[src/rtl/cr_kme_drng_pkg.sv]
// Shared types and widths for the KME DRNG read/reseed controller.
// Imported by the seed packer and the controller top level.
package cr_kme_drng_pkg;

    typedef enum logic [2:0] {
        SEED_GATHER,
        START,
        WAIT_RUN,
        COLLECT,
        PRESENT
    } drng_rd_fsm;

    localparam int SEED_BEATS = 3;
    localparam int DRNG_W     = 128;
    localparam int SEED_W     = 384;
    localparam int LIFE_W     = 48;
    localparam int KEY_W      = 256;

endpackage

[src/rtl/cr_kme_drng_seed_pack.sv]
// Three-beat entropy packer building the 384-bit DRNG seed.
// The lifetime is latched with beat 0; done pulses with the last beat.
module cr_kme_drng_seed_pack
    import cr_kme_drng_pkg::*;
(
    input  logic              clk,
    input  logic              rst,
    input  logic              gather,
    input  logic              ent_valid,
    input  logic [DRNG_W-1:0] ent_data,
    input  logic [LIFE_W-1:0] cfg_seed_life,
    output logic [SEED_W-1:0] seed,
    output logic [LIFE_W-1:0] seed_life,
    output logic              done
);

    localparam logic [1:0] LAST_BEAT = 2'(SEED_BEATS - 1);

    logic [1:0] beat;
    logic       take;

    assign take = gather & ent_valid;
    assign done = take && (beat == LAST_BEAT);

    // Beat counter plus seed/lifetime registers, highest slice first.
    always_ff @(posedge clk) begin
        if (rst) begin
            beat      <= 2'd0;
            seed      <= '0;
            seed_life <= '0;
        end else if (take) begin
            case (beat)
                2'd0: begin
                    seed[SEED_W-1 -: DRNG_W] <= ent_data;
                    seed_life                <= cfg_seed_life;
                end
                2'd1:    seed[SEED_W-DRNG_W-1 -: DRNG_W] <= ent_data;
                default: seed[DRNG_W-1:0]                <= ent_data;
            endcase
            beat <= done ? 2'd0 : beat + 2'd1;
        end
    end

endmodule

[src/rtl/cr_kme_drng_rd_ctl.sv]
// KME DRNG consumer: reseeds from entropy on expiry, pops DRNG
// words and presents packed 256-bit keys on a valid/ready port.
module cr_kme_drng_rd_ctl
    import cr_kme_drng_pkg::*;
#(
    parameter int KEY_WORDS = 2,
    parameter int CNT_W     = 16
) (
    input  logic              clk,
    input  logic              rst,
    input  logic              drng_valid,
    input  logic [DRNG_W-1:0] drng_256_out,
    output logic              drng_ack,
    input  logic              seed_expired,
    output logic              drng_start,
    output logic [SEED_W-1:0] drng_seed,
    output logic [LIFE_W-1:0] drng_seed_life,
    input  logic [LIFE_W-1:0] cfg_seed_life,
    input  logic              ent_valid,
    input  logic [DRNG_W-1:0] ent_data,
    output logic              ent_ready,
    output logic              key_valid,
    output logic [KEY_W-1:0]  key_data,
    input  logic              key_ready,
    output logic [CNT_W-1:0]  reseed_cnt
);

    localparam logic [1:0]       KW      = 2'(KEY_WORDS);
    localparam logic [CNT_W-1:0] CNT_ONE = 1;

    drng_rd_fsm       state;
    drng_rd_fsm       state_nxt;
    logic [1:0]       wcnt;
    logic [KEY_W-1:0] key_q;
    logic             seed_done;
    logic             last_word;

    // Held low while rst is asserted so every output reads 0 in reset.
    assign ent_ready  = (state == SEED_GATHER) && !rst;
    assign drng_start = (state == START);
    assign drng_ack   = (state == COLLECT) && drng_valid;
    assign key_valid  = (state == PRESENT);
    assign key_data   = key_q;
    assign last_word  = drng_ack && ((wcnt + 2'd1) == KW);

    cr_kme_drng_seed_pack u_seed_pack (
        .clk           (clk),
        .rst           (rst),
        .gather        (ent_ready),
        .ent_valid     (ent_valid),
        .ent_data      (ent_data),
        .cfg_seed_life (cfg_seed_life),
        .seed          (drng_seed),
        .seed_life     (drng_seed_life),
        .done          (seed_done)
    );

    // State register.
    always_ff @(posedge clk) begin
        if (rst) state <= SEED_GATHER;
        else     state <= state_nxt;
    end

    // Next state; a pending DRNG word always wins over a reseed.
    always_comb begin
        state_nxt = state;
        case (state)
            SEED_GATHER: if (seed_done) state_nxt = START;
            START:       state_nxt = WAIT_RUN;
            WAIT_RUN:    if (!seed_expired) state_nxt = COLLECT;
            COLLECT: begin
                if (last_word)
                    state_nxt = PRESENT;
                else if (!drng_valid && seed_expired)
                    state_nxt = SEED_GATHER;
            end
            PRESENT:     if (key_ready) state_nxt = COLLECT;
            default:     state_nxt = SEED_GATHER;
        endcase
    end

    // Key packing: word 0 fills the upper half, word 1 the lower.
    always_ff @(posedge clk) begin
        if (rst) begin
            wcnt  <= 2'd0;
            key_q <= '0;
        end else if (drng_ack) begin
            if (wcnt == 2'd0) key_q[KEY_W-1 -: DRNG_W] <= drng_256_out;
            else              key_q[DRNG_W-1:0]        <= drng_256_out;
            wcnt <= wcnt + 2'd1;
        end else if (key_valid && key_ready) begin
            wcnt <= 2'd0;
        end
    end

    // Completed reseeds, saturating at all-ones.
    always_ff @(posedge clk) begin
        if (rst)
            reseed_cnt <= '0;
        else if (drng_start && (reseed_cnt != '1))
            reseed_cnt <= reseed_cnt + CNT_ONE;
    end

endmodule
[config.mk]
export PLATFORM = sky130hd
export DESIGN_NAME = cr_kme_drng_rd_ctl
export DESIGN_NICKNAME = d
export VERILOG_FILES = /design/src/rtl/cr_kme_drng_pkg.sv /design/src/rtl/cr_kme_drng_seed_pack.sv /design/src/rtl/cr_kme_drng_rd_ctl.sv
export SDC_FILE = /design/constraint.sdc
export NUM_CORES = 1
export LEC_CHECK = 0
export BUFFER_PORTS_ARGS = -buffer_cell sky130_fd_sc_hd__buf_2
export CORE_AREA = 8 8 385 387
export CTS_CLUSTER_SIZE = 12
export DETAILED_ROUTE_END_ITERATION = 7
export DIE_AREA = 0 0 393 395
export GPL_TIMING_DRIVEN = 0
export MAX_ROUTING_LAYER = met4
export PLACE_DENSITY_LB_ADDON = 0.08
export SLEW_MARGIN = 20
export SYNTH_ARGS = -nofsm -noshare
export SYNTH_HDL_FRONTEND = slang
export SYNTH_SLANG_ARGS = --single-unit
[constraint.sdc]
create_clock -name clk -period 2.2 [get_ports clk]
set_input_delay 0.11 -clock clk [delete_from_list [all_inputs] [get_ports clk]]
set_output_delay 0.11 -clock clk [all_outputs]
set_load 0.005 [all_outputs]
# ---- After elaboration in Yosys (flattened, before gate mapping)
# Index checks and enable logic that the tools add are counted.
dict set report totals {
  out_inout_bits 708
  wordCells 57
  regBits 711
}
dict set report classes {
  mux 9
  n_reduce_logical 20
  bitwise_logic 3
  n_eq_ne 12
  addsub 3
}
# op n
set op_table {}
lappend op_table {{16-bit by 1-bit adder with 16-bit output, second input constant} 1}
lappend op_table {{16-bit != test, second input constant} 1}
lappend op_table {{3-bit two-way mux} 5}
lappend op_table {{3-bit one-hot mux with 5 select lines} 1}
lappend op_table {{2-bit AND reduction} 5}
lappend op_table {{1-bit logical AND} 7}
lappend op_table {{3-bit by 2-bit equality test with 1-bit output, second input constant} 2}
lappend op_table {{2-bit two-way mux} 3}
lappend op_table {{2-bit by 1-bit adder with 2-bit output, second input constant} 2}
lappend op_table {{2-bit equality test, second input constant} 2}
lappend op_table {{2-bit zero test} 2}
lappend op_table {{2-bit by 1-bit != test with 1-bit output, second input constant} 2}
lappend op_table {{4-bit AND reduction} 1}
lappend op_table {{3-bit by 1-bit equality test with 1-bit output, second input constant} 1}
lappend op_table {{3-bit equality test, second input constant} 1}
lappend op_table {{3-bit zero test} 1}
lappend op_table {{3-bit by 2-bit != test with 1-bit output, second input constant} 1}
lappend op_table {{2-bit by 1-bit equality test with 1-bit output, second input constant} 1}
lappend op_table {{1-bit zero test} 2}
lappend op_table {{2-bit != test, second input constant} 1}
lappend op_table {{1-bit NOT} 2}
lappend op_table {{2-bit nonzero test} 1}
lappend op_table {{2-bit OR reduction} 1}
lappend op_table {{1-bit AND} 1}

# ---- Longest topological paths before layout
dict set report logic_depth {
  ltp_word 6
  mapped_depth 8
  depth_no_buf 5
}

# ---- By module
# Synthesis repeated with hierarchy kept, for this count alone.
dict set report unflattened {
  cells_unflattened 2852
  hier_area_um2 27317.4
}
# module n_inst cells_each area_each_um2
set modules_own_cells {}
lappend modules_own_cells {cr_kme_drng_seed_pack 1 1605 17539.3}
lappend modules_own_cells {cr_kme_drng_rd_ctl 1 1247 9778.1}

# ---- Worst setup path after synthesis
# OpenSTA, ideal clock, no wires.
dict set report synth_timing {
  kind {register to register}
  from {register reseed_cnt[0]}
  to {register reseed_cnt[0]}
  t_required_ns 2.130
  path_stages_with_launch 7
  setup_ns 0.070
  path_buffers 1
  path_slack_ns 0.561
  t_arrival_ns 1.570
  path_cell_list {dfxtp_1 > ha_1 > and4_1 > and4_1 > clkbuf_1 > or3_2 > a21oi_1}
}
dict set report synth_via {
  elab_chain_len 2
}
# element line_no
set synth_rtl {}
lappend synth_rtl {{start, declared} cr_kme_drng_rd_ctl.sv:25} ;# output logic [CNT_W-1:0] reseed_cnt
lappend synth_rtl {{start signal, assigned} cr_kme_drng_rd_ctl.sv:101} ;# reseed_cnt <= reseed_cnt + CNT_ONE;
lappend synth_rtl {{branches (longest 2 deep; another with 16-bit by 1-bit adder with 16-bit output)} n/a}
# Several ways; the timed one is not identified.
# A chain may end at the register's enable or synchronous reset.

# ---- Final worst setup path
dict set report layout_timing {
  from {register state[2]}
  to {register u_seed_pack.seed_life[9]}
}
dict set report layout_via {
  elab_chain_len 4
}
# element line_no
set layout_rtl {}
lappend layout_rtl {{start, declared} cr_kme_drng_rd_ctl.sv:31} ;# drng_rd_fsm state;
lappend layout_rtl {{start signal, assigned} cr_kme_drng_rd_ctl.sv:61} ;# else state <= state_nxt;
lappend layout_rtl {{3-bit zero test} cr_kme_drng_rd_ctl.sv:39} ;# assign ent_ready = (state == SEED_GATHER) && !rst;
lappend layout_rtl {{1-bit logical AND} cr_kme_drng_rd_ctl.sv:39}
lappend layout_rtl {{1-bit AND} cr_kme_drng_seed_pack.sv:22} ;# assign take = gather & ent_valid;
lappend layout_rtl {{2-bit AND reduction (no source line)} n/a}
lappend layout_rtl {{end signal, assigned} cr_kme_drng_seed_pack.sv:35} ;# seed_life <= cfg_seed_life;
lappend layout_rtl {{end, declared} cr_kme_drng_seed_pack.sv:13} ;# output logic [LIFE_W-1:0] seed_life,
# Every way passes these cells.

==> summary.txt <==
Outcome -> finished, final reports clean
Full die area -> 155000 µm²
Core ar. -> 142000 µm²
Via density per instance -> 4.05
Share of cells above drive strength 1 -> 28.7%
Total number of vias -> 26600
Number of cell rows -> 139
Post-layout min period -> 2060 ps
Post-synth design cell area -> 24800 µm²
Slew Limit Headroom -> 44.7%
Total net switching power -> 9.63 mW
Largest delay share family, worst path -> buffers and inverters
Clock Skews -> 54.7 ps
Cell with the most instances after synthesis -> sky130_fd_sc_hd__nand2_1
Vias in the first global route -> 26900
Data arrival time of the critical path -> 2660 ps
Power share of the combinational group -> 13.7%
DRC viols -> 0
Capture endpoint of the worst hold path -> state[0]
Placer's final routability congestion estimate -> 0.829
Clock power frac -> 45.4%
Count of cells along the worst register-to-register path -> 9
Most instantiated cells after synthesis -> sky130_fd_sc_hd__nand2_1 (1387), sky130_fd_sc_hd__dfxtp_1 (711), sky130_fd_sc_hd__a21oi_1 (702)
Number of detailed-route iterations in the first pass -> 5
Beginning of the worst hold path -> rst
Number of port buffers -> 1016
CTS Buf Count -> 92
Count of flip-flops with a built-in enable after synthesis -> 0
Total Routed Length -> 154000 µm
Highest Clock Rate -> 0.486 GHz
Pre-CTS WS -> -625 ps
Reg-to-reg startpoint -> state[2]
YS warnings -> 0
Capture point of the worst reg-to-reg path -> u_seed_pack.seed_life[9]
Starting DRT DRC Count -> 1176
Worst Setup End Kind -> flop
Cell count after placement -> 6061
CP Cell Sequence -> buf_2 -> nor3_4 -> buf_12 -> and3_2 -> clkbuf_4 -> buf_6 -> buf_4 -> nand2_1 -> a21oi_1
Total number of H-tree levels -> 3
Largest net degree at the start of global routing -> 15
Crit path max fanout -> 11
Max cap viols -> 0
Critical path buffers and inverters -> 5
Pint -> 24.3 mW
Start-to-end type of the worst setup path -> reg2reg
Dominant cell type by area after synthesis -> sky130_fd_sc_hd__dfxtp_1
Number of cells produced by synthesis -> 3141
Power density normalized to cell area -> 877 nW/µm²
First-pass GRT wire length -> 211000 µm
Reg2reg setup slack -> 140 ps
IR Drop Worst-Case VDD -> 0.535 mV
Die width -> 393 µm
Fin worst setup slack -> 143 ps
Type of the tightest min-delay check -> in2reg
DR WL/cell -> 23.5 µm
Least-Margin Pin Slew -> 830 ps
Overflow after GRT -> 0
Critical Path Start Type -> flop
Final net count -> 4876
Slowest cell on the critical path -> sky130_fd_sc_hd__dfxtp_1
Final hold viol count -> 0
Number of non-filler instances in the completed layout -> 6558
Layout area overhead -> 56.0%
Buffer type at the clock tree root -> sky130_fd_sc_hd__clkbuf_16
Detailed Place HPWL -> 121000 µm
Switching power share of the total -> 28.4%
Mapped Nets -> 3454
Initial Utilization -> 17.4%
Die Y-Extent -> 395 µm
Number of clock sinks -> 711
Number of cells on the worst hold path -> 5
Cell count along the critical path -> 9
Max incr delay on CP -> 310 ps
Antenna violations before repair -> 31
Fin. max-slew vios -> 0
Worst-path clk slew -> 60 ps
Final cell utilization of the core -> 27.2%
Placed inst area -> 32300 µm²
Share of async-settable or async-resettable flops after synthesis -> 0%
Seq/Total Area, Yosys -> 57.4%
Ranking of synthesized cells by area -> sky130_fd_sc_hd__dfxtp_1 (57%), sky130_fd_sc_hd__nand2_1 (21%), sky130_fd_sc_hd__a21oi_1 (14%)
Largest buffer count on any clock path -> 3
TritonCTS clock tree -> built
Worst Path Required -> 2800 ps
Routed Antenna Nets -> 0
Final setup violation count -> 0
Sequential group share of total power -> 40.9%
Share of the synthesized area in the top cell type -> 57.4%
Leading register cell type out of synthesis -> sky130_fd_sc_hd__dfxtp_1
Yosys reg bits -> 711
Total Routing Usage GR -> 19.4%
Syn Area/Cell -> 7.89 µm²
Area of all placed cells without fillers -> 38700 µm²
Total I/O pin count -> 1018
Lkg Pwr -> 16.3 nW
Clk Latency, worst-skew pair -> 700 ps
Distinct cells, synth -> 51
Fin Setup TNS -> 0 ps
Period utilization -> 93.5%
-- placed cells by master, fill, tap and decap left out, types with 3 or more instances in the layout --
cell	count
sky130_fd_sc_hd__ha_1	3
sky130_fd_sc_hd__and3_1	5
sky130_fd_sc_hd__dlygate4sd3_1	310
sky130_fd_sc_hd__clkbuf_16	93
sky130_fd_sc_hd__inv_1	5
sky130_fd_sc_hd__o31ai_1	4
sky130_fd_sc_hd__and2_1	4
sky130_fd_sc_hd__and4_1	6
sky130_fd_sc_hd__clkbuf_4	20
sky130_fd_sc_hd__clkinv_2	12
sky130_fd_sc_hd__nand3_1	5
sky130_fd_sc_hd__buf_6	5
sky130_fd_sc_hd__nor2_1	8
sky130_fd_sc_hd__clkbuf_1	106
sky130_fd_sc_hd__or4_1	4
sky130_fd_sc_hd__nand2_1	1387
sky130_fd_sc_hd__a21oi_1	702
sky130_fd_sc_hd__a31oi_1	4
sky130_fd_sc_hd__buf_2	1087
sky130_fd_sc_hd__dfxtp_1	711
sky130_fd_sc_hd__nor2b_1	3
sky130_fd_sc_hd__clkbuf_8	28
sky130_fd_sc_hd__nor3_1	5
sky130_fd_sc_hd__buf_4	22
sky130_fd_sc_hd__diode_2	20
sky130_fd_sc_hd__clkbuf_2	37
-- flip-flops by register name (all words and copies together), names as in the netlist --
name                   count
reseed_cnt                16
wcnt                       2
u_seed_pack.seed         384
state                      3
u_seed_pack.beat           2
u_seed_pack.seed_life     48
key_data                 256
-- worst register-to-register path, stage by stage, from the launching register on --
cell,delay [ps]
sky130_fd_sc_hd__dfxtp_1,310
sky130_fd_sc_hd__buf_2,180
sky130_fd_sc_hd__nor3_4,210
sky130_fd_sc_hd__buf_12,150
sky130_fd_sc_hd__and3_2,220
sky130_fd_sc_hd__clkbuf_4,200
sky130_fd_sc_hd__buf_6,250
sky130_fd_sc_hd__buf_4,230
sky130_fd_sc_hd__nand2_1,100
sky130_fd_sc_hd__a21oi_1,130
-- worst max path at each step --
stage,end,start,slack [ps]
floorplan,reseed_cnt[0],reseed_cnt[0],560
global placement,u_seed_pack.seed[137],state[2],-950
detailed placement,u_seed_pack.seed[380],state[2],-630
CTS,u_seed_pack.seed[116],state[2],8
global route,key_data[244],state[2],-1
finish,u_seed_pack.seed_life[9],state[2],140
-- per-layer routing --
layer / wire length (µm) / GRT usage, % / up-vias
li1: - / - / 13000
met1: 58400 / 20.5 / 12600
met2: 78400 / 34.2 / 765
met3: 13000 / 6.68 / 183
met4: 4550 / 5.64 / 0
met5: 0 / - / -
-- through the flow --
step | total power, mW | hold slack, ps
finish | 33.9 | 76.3
floorplan | 15.8 | 246
global route | 35.5 | 85.4
CTS | 34.7 | 19.0
detailed placement | 18.3 | 359
global placement | 18.3 | 355
-- cells by family (layout without fill, tap and decap cells) --
logic type	after synthesis	after routing	synth area share, %
AO/OA/AOI/OAI	725	725	14.9
XOR/XNOR	1	1	0.0353
adder cells (fa/ha/maj)	3	3	0.151
buffers and inverters	246	1740	4.61
flip-flops	711	711	57.4
multiplexers	3	3	0.126
other	0	20	0
AND/OR/NAND/NOR	1452	1452	22.8
-- area by class of cell --
| cell class | count | area (µm²) |
|---|---|---|
| fill | 16000 | 104000 |
| buffer | 240 | 1240 |
| multi-input combinational | 2184 | 9430 |
| sequential | 711 | 14200 |
| antenna | 20 | 50.0 |
| tap | 1903 | 2380 |
| inverter | 6 | 27.5 |
| clock inverter | 22 | 268 |
| clock buffer | 144 | 2800 |
| timing repair buffer | 1328 | 8240 |
-- power groups by stage --
stage | Sequential [mW] | Clock, mW | Combinational, mW
after floorplan | 14.2 | 0 | 1.66
after global placement | 14.1 | 0 | 4.19
after detailed placement | 14.1 | 0 | 4.18
after CTS | 13.9 | 16.0 | 4.79
after global routing | 13.9 | 16.5 | 5.12
final | 13.9 | 15.4 | 4.66
-- repair_timing --
item | CTS | global route
hold buffers | 310 | 0
setup endpoints to repair | 421 | 414
hold endpoints to repair | 697 | 0
pin swaps | 1 | 0
setup buffers | 1 | 0
resized for setup | 19 | 73
Power figures use the tool's default switching activity.
